<file path="src/rtl/classifier_pkg.sv">
// Shared constants and FSM state type for the row classifier slice.
// SCORE_MIN is the most-negative signed score and seeds the arg-max search.
package classifier_pkg;

   localparam int NUM_ROWS    = 10;
   localparam int RESULT_W    = 16;
   localparam int SEL_W       = 4;
   localparam int TIMEOUT_DEF = 2048;

   localparam logic [RESULT_W-1:0] SCORE_MIN = {1'b1, {(RESULT_W-1){1'b0}}};

   typedef enum logic [2:0] {
      ST_IDLE  = 3'd0,
      ST_ISSUE = 3'd1,
      ST_WAIT  = 3'd2,
      ST_NEXT  = 3'd3,
      ST_DONE  = 3'd4
   } state_t;

endpackage

</file>
<file path="src/rtl/row_classifier_if.sv">
// Controller- and multiplier-facing signals of the row classifier.
// Handshake: start, begin_mult and class_valid are single-cycle pulses sampled on the rising clock edge.
interface row_classifier_if;
   import classifier_pkg::*;

   logic                start;
   logic                done_row;
   logic                w_result_ena;
   logic [RESULT_W-1:0] row_result;
   logic                overflow;
   logic                begin_mult;
   logic [SEL_W-1:0]    row_select;
   logic                busy;
   logic                class_valid;
   logic [SEL_W-1:0]    class_out;
   logic [RESULT_W-1:0] max_score;
   logic [NUM_ROWS-1:0] ovf_mask;
   logic                timeout_err;
   state_t              dbg_state;

   modport master (
      output start, done_row, w_result_ena, row_result, overflow,
      input  begin_mult, row_select, busy, class_valid, class_out,
      input  max_score, ovf_mask, timeout_err, dbg_state
   );

   modport slave (
      input  start, done_row, w_result_ena, row_result, overflow,
      output begin_mult, row_select, busy, class_valid, class_out,
      output max_score, ovf_mask, timeout_err, dbg_state
   );

endinterface

</file>
<file path="src/rtl/score_tracker.sv">
// Running arg-max: keeps the best signed score and its row index.
// Strict greater-than means ties keep the earlier (lower) row.
module score_tracker
   import classifier_pkg::*;
(
   input  logic                clk,
   input  logic                rst,
   input  logic                init,
   input  logic                update,
   input  logic [RESULT_W-1:0] score,
   input  logic [SEL_W-1:0]    idx,
   output logic [RESULT_W-1:0] max_score,
   output logic [SEL_W-1:0]    class_out
);

   always_ff @(posedge clk or posedge rst) begin
      if (rst) begin
         max_score <= SCORE_MIN;
         class_out <= '0;
      end else if (init) begin
         max_score <= SCORE_MIN;
         class_out <= '0;
      end else if (update && ($signed(score) > $signed(max_score))) begin
         max_score <= score;
         class_out <= idx;
      end
   end

endmodule

</file>
<file path="src/rtl/row_classifier.sv">
// Sequences the row multiplier over all rows, excludes bad rows and reports the arg-max class.
// A per-row watchdog aborts the image if the multiplier never signals done_row.
module row_classifier
   import classifier_pkg::*;
#(
   parameter int TIMEOUT = TIMEOUT_DEF
) (
   input  logic            clk,
   input  logic            rst,
   row_classifier_if.slave bus
);

   localparam int WD_W = $clog2(TIMEOUT);

   state_t              state;
   state_t              state_nx;
   logic [SEL_W-1:0]    idx;
   logic                captured;
   logic                lat_ovf;
   logic [RESULT_W-1:0] lat_result;
   logic [WD_W-1:0]     wdog;
   logic [NUM_ROWS-1:0] ovf_mask;
   logic                timeout_err;
   logic                wd_expired;
   logic                last_row;
   logic                row_excluded;
   logic                init_scores;
   logic                update_score;

   assign wd_expired   = (wdog == WD_W'(TIMEOUT - 1));
   assign last_row     = (idx == SEL_W'(NUM_ROWS - 1));
   assign row_excluded = !captured || lat_ovf;

   always_ff @(posedge clk or posedge rst) begin
      if (rst) state <= ST_IDLE;
      else     state <= state_nx;
   end

   always_comb begin
      state_nx     = state;
      init_scores  = 1'b0;
      update_score = 1'b0;
      case (state)
         ST_IDLE: begin
            if (bus.start) begin
               state_nx    = ST_ISSUE;
               init_scores = 1'b1;
            end
         end
         ST_ISSUE: state_nx = ST_WAIT;
         ST_WAIT: begin
            if (bus.done_row)     state_nx = ST_NEXT;
            else if (wd_expired)  state_nx = ST_DONE;
         end
         ST_NEXT: begin
            update_score = !row_excluded;
            state_nx     = last_row ? ST_DONE : ST_ISSUE;
         end
         ST_DONE: state_nx = ST_IDLE;
         default: state_nx = ST_IDLE;
      endcase
   end

   // Capture uses the cycle's own data even when done_row arrives with w_result_ena.
   always_ff @(posedge clk or posedge rst) begin
      if (rst) begin
         idx         <= '0;
         captured    <= 1'b0;
         lat_ovf     <= 1'b0;
         lat_result  <= '0;
         wdog        <= '0;
         ovf_mask    <= '0;
         timeout_err <= 1'b0;
      end else begin
         case (state)
            ST_IDLE: begin
               if (bus.start) begin
                  idx         <= '0;
                  ovf_mask    <= '0;
                  timeout_err <= 1'b0;
               end
            end
            ST_ISSUE: begin
               captured <= 1'b0;
               wdog     <= '0;
            end
            ST_WAIT: begin
               if (bus.w_result_ena) begin
                  lat_result <= bus.row_result;
                  lat_ovf    <= bus.overflow;
                  captured   <= 1'b1;
               end
               if (!bus.done_row) begin
                  if (wd_expired) begin
                     timeout_err <= 1'b1;
                     ovf_mask    <= ovf_mask | (NUM_ROWS'(1) << idx);
                  end else begin
                     wdog <= wdog + WD_W'(1);
                  end
               end
            end
            ST_NEXT: begin
               if (row_excluded) ovf_mask <= ovf_mask | (NUM_ROWS'(1) << idx);
               if (!last_row)    idx <= idx + SEL_W'(1);
            end
            default: ;
         endcase
      end
   end

   score_tracker u_tracker (
      .clk       (clk),
      .rst       (rst),
      .init      (init_scores),
      .update    (update_score),
      .score     (lat_result),
      .idx       (idx),
      .max_score (bus.max_score),
      .class_out (bus.class_out)
   );

   assign bus.begin_mult  = (state == ST_ISSUE);
   assign bus.row_select  = idx;
   assign bus.busy        = (state != ST_IDLE);
   assign bus.class_valid = (state == ST_DONE);
   assign bus.ovf_mask    = ovf_mask;
   assign bus.timeout_err = timeout_err;
   assign bus.dbg_state   = state;

endmodule

</file>
<file path="src/flat_wrapper.sv">
// flat-port wrapper written by rule: the top's interface ports become plain ports
module row_classifier_flat import classifier_pkg::*;
#(
   parameter int TIMEOUT = TIMEOUT_DEF
)
  (clk, rst, bus_start, bus_done_row, bus_w_result_ena, bus_row_result, bus_overflow, bus_begin_mult, bus_row_select, bus_busy, bus_class_valid, bus_class_out, bus_max_score, bus_ovf_mask, bus_timeout_err, bus_dbg_state);
  row_classifier_if bus_i ();
  input  logic clk;
  input  logic rst;
  input wire logic [$bits(bus_i.start)-1:0] bus_start;
  input wire logic [$bits(bus_i.done_row)-1:0] bus_done_row;
  input wire logic [$bits(bus_i.w_result_ena)-1:0] bus_w_result_ena;
  input wire logic [$bits(bus_i.row_result)-1:0] bus_row_result;
  input wire logic [$bits(bus_i.overflow)-1:0] bus_overflow;
  output wire logic [$bits(bus_i.begin_mult)-1:0] bus_begin_mult;
  output wire logic [$bits(bus_i.row_select)-1:0] bus_row_select;
  output wire logic [$bits(bus_i.busy)-1:0] bus_busy;
  output wire logic [$bits(bus_i.class_valid)-1:0] bus_class_valid;
  output wire logic [$bits(bus_i.class_out)-1:0] bus_class_out;
  output wire logic [$bits(bus_i.max_score)-1:0] bus_max_score;
  output wire logic [$bits(bus_i.ovf_mask)-1:0] bus_ovf_mask;
  output wire logic [$bits(bus_i.timeout_err)-1:0] bus_timeout_err;
  output wire logic [$bits(bus_i.dbg_state)-1:0] bus_dbg_state;
  assign bus_i.start = bus_start;
  assign bus_i.done_row = bus_done_row;
  assign bus_i.w_result_ena = bus_w_result_ena;
  assign bus_i.row_result = bus_row_result;
  assign bus_i.overflow = bus_overflow;
  assign bus_begin_mult = bus_i.begin_mult;
  assign bus_row_select = bus_i.row_select;
  assign bus_busy = bus_i.busy;
  assign bus_class_valid = bus_i.class_valid;
  assign bus_class_out = bus_i.class_out;
  assign bus_max_score = bus_i.max_score;
  assign bus_ovf_mask = bus_i.ovf_mask;
  assign bus_timeout_err = bus_i.timeout_err;
  assign bus_dbg_state = bus_i.dbg_state;
  row_classifier #(.TIMEOUT(TIMEOUT)) u_core (.clk(clk), .rst(rst), .bus(bus_i));
endmodule
</file>
<file path="config.mk">
export PLATFORM = sky130hd
export DESIGN_NAME = row_classifier_flat
export DESIGN_NICKNAME = d
export VERILOG_FILES = /design/src/rtl/classifier_pkg.sv /design/src/rtl/row_classifier_if.sv /design/src/rtl/score_tracker.sv /design/src/rtl/row_classifier.sv /design/src/flat_wrapper.sv
export SDC_FILE = /design/constraint.sdc
export NUM_CORES = 1
export LEC_CHECK = 0
export BUFFER_PORTS_ARGS = -buffer_cell sky130_fd_sc_hd__buf_2
export CORE_MARGIN = 1
export CORE_UTILIZATION = 50
export DETAILED_ROUTE_END_ITERATION = 6
export PLACE_DENSITY_LB_ADDON = 0.3
export SETUP_SLACK_MARGIN = 0.2
export SYNTH_ARGS = -nofsm -noshare
export SYNTH_HDL_FRONTEND = slang
export SYNTH_HIERARCHICAL = 1
export SYNTH_SLANG_ARGS = --single-unit
</file>
<file path="constraint.sdc">
create_clock -name clk -period 4.9 [get_ports clk]
set_input_delay 0.245 -clock clk [delete_from_list [all_inputs] [get_ports clk]]
set_output_delay 0.245 -clock clk [all_outputs]
set_load 0.02 [all_outputs]
</file>
Word-level counts from Yosys, hierarchy flattened
Cells that the tools add are included.
Widths: inputs -> output; s select.

operators by class
  add/sub/neg operators = 2
  multiply operators = 0
  div/mod/pow operators = 0
  magnitude comparators = 1
  equality and inequality tests = 14
  shift-type cells = 1
  muxes and demuxes = 29
  bitwise operators = 1
  reductions and logical operators = 18

operators with widths
  cell                   number
  $mux 10                4
  $mux 16                2
  $pmux 10 s3            1
  $mux 11                2
  $pmux 11 s2            1
  $gt 16x16->1           1
  $mux 4                 4
  $mux 3                 4
  $pmux 3 s4             1
  $add 11x1->11 const B  1
  $eq 11x11->1 const B   1
  $ne 2x2->1 const B     5
  $or 10x10->10          1
  $shl 1x4->10 const A   1
  $pmux 4 s2             1
  $reduce_bool 2->1      4
  $mux 1                 7
  $eq 3x2->1 const B     2
  $reduce_and 2->1       3
  $reduce_and 3->1       2
  $reduce_bool 3->1      2
  $reduce_and 5->1       1
  $add 4x1->4 const B    1
  $eq 4x4->1 const B     1
  10 further kinds       13

word-level totals
  register bits after elaboration = 67
  bits in latches = 0
  bits in writable memories = 0
  bits in read-only memories = 0
  output and inout bits = 41
  word-level logic and storage cells = 76
  memories = 0

Longest topological paths before layout
Gate-level depths: netlist of the first run.

  word-level depth = 7
  mapped depth = 9

Cells and area by module
Netlist of the first run, hierarchy kept.

by module, submodules not included
  module          instances  cells an instance  area an instance (um2)
  row_classifier  1          209                2,223.4
  score_tracker   1          149                1,425.1

Least setup slack after synthesis of the first run
Ideal clock, no wire load.

  path type = flip-flop to flip-flop
  start = register u_core.u_tracker.max_score[15]
  end = register u_core.u_tracker.class_out[0]
  library setup time = 124 ps
  arrival time = 2,175 ps
  slack = 2,601 ps
  stages on the path, launching flop included = 10
  buffers on the path = 1
  period minus slack after synthesis = 2,299 ps
  cell sequence = dfstp_2 > inv_1 > ha_1 > a21oi_1 > o21ai_0 > a21o_1 > a211oi_1 > mux2_2 > buf_6 > mux2i_1

on the way
  cells in the longest elaborated chain, start to end = 3

RTL lines
  item                         line                 text
  from (decl)                  score_tracker.sv:12  output logic [RESULT_W-1:0] max_score,
  from (signal assigned)       score_tracker.sv:24  max_score <= score;
  $gt 16x16->1                 score_tracker.sv:23  end else if (update && ($signed(score) > $signed(max_score))) begin
  $logic_and 1x1->1            score_tracker.sv:23
  $reduce_bool 2->1 (no line)  n/a
  to (signal assigned)         score_tracker.sv:25  class_out <= idx;
  to (decl)                    score_tracker.sv:13  output logic [SEL_W-1:0] class_out

Every way passes these cells.
A chain may end at the register's enable or synchronous reset.

Final worst setup path of the first run
  start = register u_core.u_tracker.max_score[15]
  end = register u_core.u_tracker.max_score[4]

on the way
  cells in the longest elaborated chain, start to end = 3

RTL lines
  item                         line
  $gt 16x16->1                 score_tracker.sv:23
  $logic_and 1x1->1            score_tracker.sv:23
  $reduce_bool 2->1 (no line)  n/a

Every way passes these cells.

==> flow_summary.ini, run 1 <==
[routing]
route.detailed.drc = 0
topRoutingLayerUsed = met4
wl_met1_um = 3320
dr.pass1.iters = 4
viasPerCell = 5.33
vias = 2761
drt_wl_total_um = 7630
dr_wl_met2_um = 3900
routed-wl-met3_um = 330
ant_nets = 0
drt_iter0_drc = 176
wire_per_inst_um = 14.7

[pwr]
p_comb_frac = 0.472
p_switching_mw = 1.08
netSwitchingFraction = 0.427
p_per_area_nw_per_um2 = 606
p_clk_frac = 0.157
p_seq_frac = 0.370
p_leak_nw = 2.00
ir_drop_uv = 329
p_int_mw = 1.45

[clocking]
cts_sinks = 67
cts_tree = yes
ctsHoldBuffers = 0
cts-root-buf = clkbuf_8
cts_buffer_depth = 2
post-cts-setup-buffers = 0
cts-resized-gates = 0
clock_latency_ns = 0.34
h-tree-depth = 3
clk_pin_slew_ns = 0.07
cts_buffers = 9

[layout]
layout_common_cells = dfrtp_1, buf_2, nand2b_1
nFillCells = 618
nets = 462
diodes = 0
syn2layout_area_growth_pct = 14.1
drive_gt1_frac = 0.242
final_common_cell = dfrtp_1

[synth]
ys_seq_elements = 67
synthCells = 358
yosys-mux-area-fraction = 0.119
syn_nets = 403
synth_xor_area_frac = 0.00960
synth_edf_count = 0
yosysUniqueCellTypes = 43
synth-simple-area-share = 0.188
synthArstFlopShare = 1.00
syn_area_um2 = 3650
post_synth.cell_area_avg_um2 = 10.2
yosysWarnings = 6
synth_top_family_by_area = simple AND/OR/NAND/NOR gates
synth_ff_type = dfrtp_1
seq_area_frac_synth = 0.460
synth-compound-area-share = 0.0950
synth_fa_ha_area_frac = 0.0789

[timing]
finalCritPeriodShare = 0.557
drv_slew = 0
finalCriticalPeriod_ns = 2.73
hold_slack_ns = 0.0621
hold_violations = 0
rsz0062_at_grt = no
worst_pin_slew_ns = 1.03
skew_ns = 0.00548
tns_ns = 0
fmax_mhz = 367
setup_viol = 0
slew_headroom = 0.315

[grt]
grt_max_degree = 48
grt_antenna_before_repair = 0
track_usage = 0.221
grt_pass1_vias = 2799
grt_pass1_wl_um = 12800
grt_overflow = 0

[flow_run]
cap_violations = 0

[setup_path]
cp.arrival_ns = 2.99
critPathMaxFanout = 20
crit_type = reg -> reg
end_kind = flip-flop
critPathLaunchType = flip-flop
required_ns = 5.16

[placement]
gp_congestion = 0.826
hpwl_um = 5360
port_buffers = 62

[hold_path]
hp-class = in -> async

[run_status]
outcome = completed

[floorplan]
core_um2 = 6910
rows = 30
start_util = 0.528
dieArea_um2 = 7640
die_w_um = 87.4
dieHeight_um = 87.4
io_pins = 63
## sequential cells by signal (all words and copies together), names as in the netlist
name	flops
u_core/wdog	11
u_core/bus.dbg_state	3
u_core/lat_ovf	1
u_core/lat_result	16
u_core/u_tracker/max_score	16
u_core/captured	1
u_core/bus.timeout_err	1
u_core/bus.ovf_mask	10
u_core/bus.row_select	4
u_core/u_tracker/class_out	4
## routing by layer
metal  global-route usage  vias to the layer above
met5                    0                        -
met4               0.0671                        0
met3               0.0645                        7
met2                0.386                       64
met1                0.261                     1351
li1                     -                     1339
## cells by family (layout without fill, tap and decap cells)
| family | after synthesis | in the layout |
|---|---|---|
| DFF | 67 | 67 |
| xor gates and xnor gates | 4 | 4 |
| adders and majority gates | 23 | 23 |
| muxes | 41 | 41 |
| and+or+nand+nor | 128 | 128 |
| buffers and inverters | 41 | 105 |
| AOI/OAI and AO/OA | 54 | 54 |
## worst paths after layout
kind	startpoint	depth (start not counted)	to	slack, ns
max	u_core/u_tracker/max_score[15]	8	u_core/u_tracker/max_score[4]	2.17
min	rst	2	u_core/u_tracker/class_out[0]	0.06
max reg2reg	u_core/u_tracker/max_score[15]	8	u_core/u_tracker/max_score[4]	2.17
min reg2reg	u_core/captured	1	u_core/captured	0.48
max in group asynchronous	rst	2	u_core/bus.ovf_mask[9]	4.10
min in group clk	bus_overflow	2	u_core/lat_ovf	0.13
## synthesized netlist by cell type (2+ instances only)
library cell	count	area, um2
buf_6	3	33.8
and3_1	7	43.8
o21ai_0	18	90.1
a31oi_1	3	18.8
a21o_1	4	30.0
ha_1	23	288
nand4_1	4	25.0
dfrtp_1	66	1650
nand4_2	2	25.0
inv_1	27	101
nor3_1	4	20.0
clkbuf_1	7	26.3
nand2b_1	42	263
a211oi_1	2	15.0
buf_2	3	15.0
nor2_1	24	90.1
mux2i_1	23	230
xor2_1	4	35.0
mux2_2	18	203
a21oi_1	16	80.1
nand2_1	26	97.6
nand3_1	11	55.1
## worst max-delay path, stage by stage, from the launching register on
cell	delay [ns]
dfstp_2	0.55
inv_1	0.05
ha_1	0.35
a21oi_1	0.18
o21ai_0	0.14
a21o_1	0.18
a211oi_1	0.27
mux2_2	0.65
mux2i_1	0.28
## power by group through the flow
stage / clock [mW] / combinational, mW / sequential (mW)
finish: 0.397 / 1.19 / 0.934
global route: 0.434 / 1.32 / 0.968
CTS: 0.413 / 1.19 / 0.938
detailed placement: 0 / 1.19 / 0.948
global placement: 0 / 1.14 / 0.936
floorplan: 0 / 0.786 / 1.01
## through the flow
| stage | area (um2) | cells | total power, mW | setup WS, ns | utilization |
|---|---|---|---|---|---|
| 6_report | 4160 | 518 | 2.52 | 2.17 | 0.603 |
| 5_1_grt | 4160 | 518 | 2.73 | 2.10 | 0.603 |
| 4_1_cts | 4160 | 518 | 2.54 | 2.26 | 0.603 |
| 3_5_place_dp | 4000 | 502 | 2.13 | 2.28 | 0.579 |
| 3_3_place_gp | 4000 | 502 | 2.07 | 2.46 | 0.579 |
| 2_1_floorplan | 3650 | 358 | 1.80 | 2.60 | - |
## layout make-up
class | instances | area (um2) | area share
clock buffers | 13 | 149 | 0.0358
clock inverters | 3 | 15.0 | 0.00361
inverters | 27 | 101 | 0.0243
multi-input cells | 250 | 1790 | 0.430
flip-flops and latches | 67 | 1680 | 0.403
well taps | 96 | 120 | 0.0289
repair buffers | 62 | 310 | 0.0745
No activity file was read; power rests on OpenSTA's default activity.
==> run 2, diff against run 1 <==
==> constraint.sdc (replaced) <==
create_clock -name clk -period 2.22 [get_ports clk]
set_input_delay 0.111 -clock clk [delete_from_list [all_inputs] [get_ports clk]]
set_output_delay 0.111 -clock clk [all_outputs]
set_load 0.02 [all_outputs]
==> run 2 against run 1 <==
Clock skew is 0.0028 ns higher. Die area unchanged. Sequential share of layout area is 4.4 points lower. Design area increased by 12%. Final cell count grew 7.1%. Total power grew to 2.6 times the previous value. Global-route usage increased by 1.9 points.
==> flow_summary.ini, run 2 (same netlist as run 1, synthesis figures left out) <==
[run_status]
outcome = completed

[placement]
gp_congestion = 0.788
dp_worst_setup_slack_ns = 0.0214
hpwl_um = 5460
port_buffers = 62
place_area_um2 = 4100
place_inst = 510

[grt]
grt_pass1_wl_um = 13900
track_usage = 0.239
grt_antenna_before_repair = 0
grt_overflow = 0
grt_max_degree = 41
grt_pass1_vias = 2991

[floorplan]
start_util = 0.528
dieArea_um2 = 7640
dieHeight_um = 87.4
core_um2 = 6910
die_w_um = 87.4
rows = 30
io_pins = 63

[setup_path]
crit_path_cell_trace = inv_2, ha_4, a21oi_2, o21ai_2, a21o_1, a211oi_4, buf_6, mux2_4, mux2i_1
cp.arrival_ns = 2.44
end_kind = flip-flop
crit_type = reg -> reg
cpMaxStageDelayCell = dfstp_2
required_ns = 2.45
cpPeakStageDelay_ns = 0.55
critPathMaxFanout = 5
critPathLaunchType = flip-flop

[layout]
layout_common_cells = dfrtp_1, buf_2, nand2b_1
postLayoutCellArea_um2 = 4670
finish.utilization = 0.676
final_common_cell = dfrtp_1
syn2layout_area_growth_pct = 28.0
nets = 501
multiInputGateArea_um2 = 1940
nFillCells = 562
final_cell_count_no_fill = 555
largestRegisters = u_core/lat_result (16), u_core/u_tracker/max_score (16), u_core/wdog (11)
drive_gt1_frac = 0.307
regArea_um2 = 1680
diodes = 0

[routing]
route.detailed.drc = 0
viasPerCell = 5.24
wl_met1_um = 3760
wire_per_inst_um = 15.4
topRoutingLayerUsed = met4
routed-wl-met3_um = 269
drt_iter0_drc = 102
ant_nets = 0
vias = 2906
drt_wl_total_um = 8570
dr.pass1.iters = 4
dr_wl_met2_um = 4410

[clocking]
cts_buffer_depth = 2
h-tree-depth = 3
cts_buffers = 9
cts_tree = yes
cts-root-buf = clkbuf_8
clk_pin_slew_ns = 0.07
clock_latency_ns = 0.34
cts_sinks = 67

[timing]
hold_slack_ns = 0.0142
tns_ns = 0
rsz0062_at_grt = yes
fin_ws_ns = 0.00958
setup_viol = 0
drv_slew = 0
finalCriticalPeriod_ns = 2.21
fmax_mhz = 452
worst_pin_slew_ns = 0.839
slew_headroom = 0.440
finalCritPeriodShare = 0.996
hold_violations = 0
skew_ns = 0.00828

[pwr]
ir_drop_uv = 737
p_leak_nw = 2.24
p_per_area_nw_per_um2 = 1410
power_mw = 6.57

[flow_run]
cap_violations = 0

[hold_path]
hp-class = in -> reg
==> run 2: cell count changes in the layout (fill, tap and decap cells not counted), moves of 3 or more <==
cell / delta
buf_4: +20
ha_4: +3
clkbuf_1: -3
ha_1: -3
mux2_4: +4
dlygate4sd3_1: +13
==> run 2: worst paths after layout <==
check                                               start                             end  slack [ns]  cells past startpoint
hold reg to reg                    u_core/bus.ovf_mask[0]          u_core/bus.ovf_mask[0]        0.48                      2
max in group asynchronous                             rst   u_core/u_tracker/class_out[0]        1.20                      3
hold / removal                         bus_row_result[13]           u_core/lat_result[13]        0.01                      2
min in group asynchronous                             rst           u_core/lat_result[10]        0.34                      3
setup reg to reg           u_core/u_tracker/max_score[15]  u_core/u_tracker/max_score[11]        0.01                      9
setup / recovery           u_core/u_tracker/max_score[15]  u_core/u_tracker/max_score[11]        0.01                      9
==> run 2: layer usage <==
layer / up-vias / global-route usage
li1: 1422 / -
met1: 1415 / 0.289
met2: 58 / 0.423
met3: 11 / 0.0322
met4: 0 / 0.109
met5: - / 0
==> run 2: cell type report <==
| cell class | count | area share |
|---|---|---|
| Multi-Input combinational cell | 253 | 0.415 |
| Clock inverter | 2 | 0.00750 |
| Tap cell | 96 | 0.0257 |
| Sequential cell | 67 | 0.359 |
| Inverter | 27 | 0.0217 |
| Clock buffer | 12 | 0.0354 |
| Timing Repair Buffer | 98 | 0.136 |
==> run 2: timing repair <==
| action | in CTS | in global routing |
|---|---|---|
| setup endpoints to repair | 20 | 26 |
| gates cloned | 3 | 0 |
| gates resized for setup | 14 | 2 |
| hold buffers | 12 | 1 |
| buffers inserted | 12 | 3 |
| endpoints found under the hold margin | 47 | 1 |
| pin swaps | 4 | 0 |
==> run 2: critical path, delay by kind of cell (launching register included) <==
kind	cells	cell delay (ns)
AO/OA/AOI/OAI	4	0.61
flip-flops	1	0.55
multiplexers	2	0.51
adder cells (fa/ha/maj)	1	0.23
buffers and inverters	2	0.19
==> run 2: report_power, final <==
group,internal (mW),switching (mW)
clock,0.597,0.450
combinational,1.60,1.89
sequential,1.65,0.383
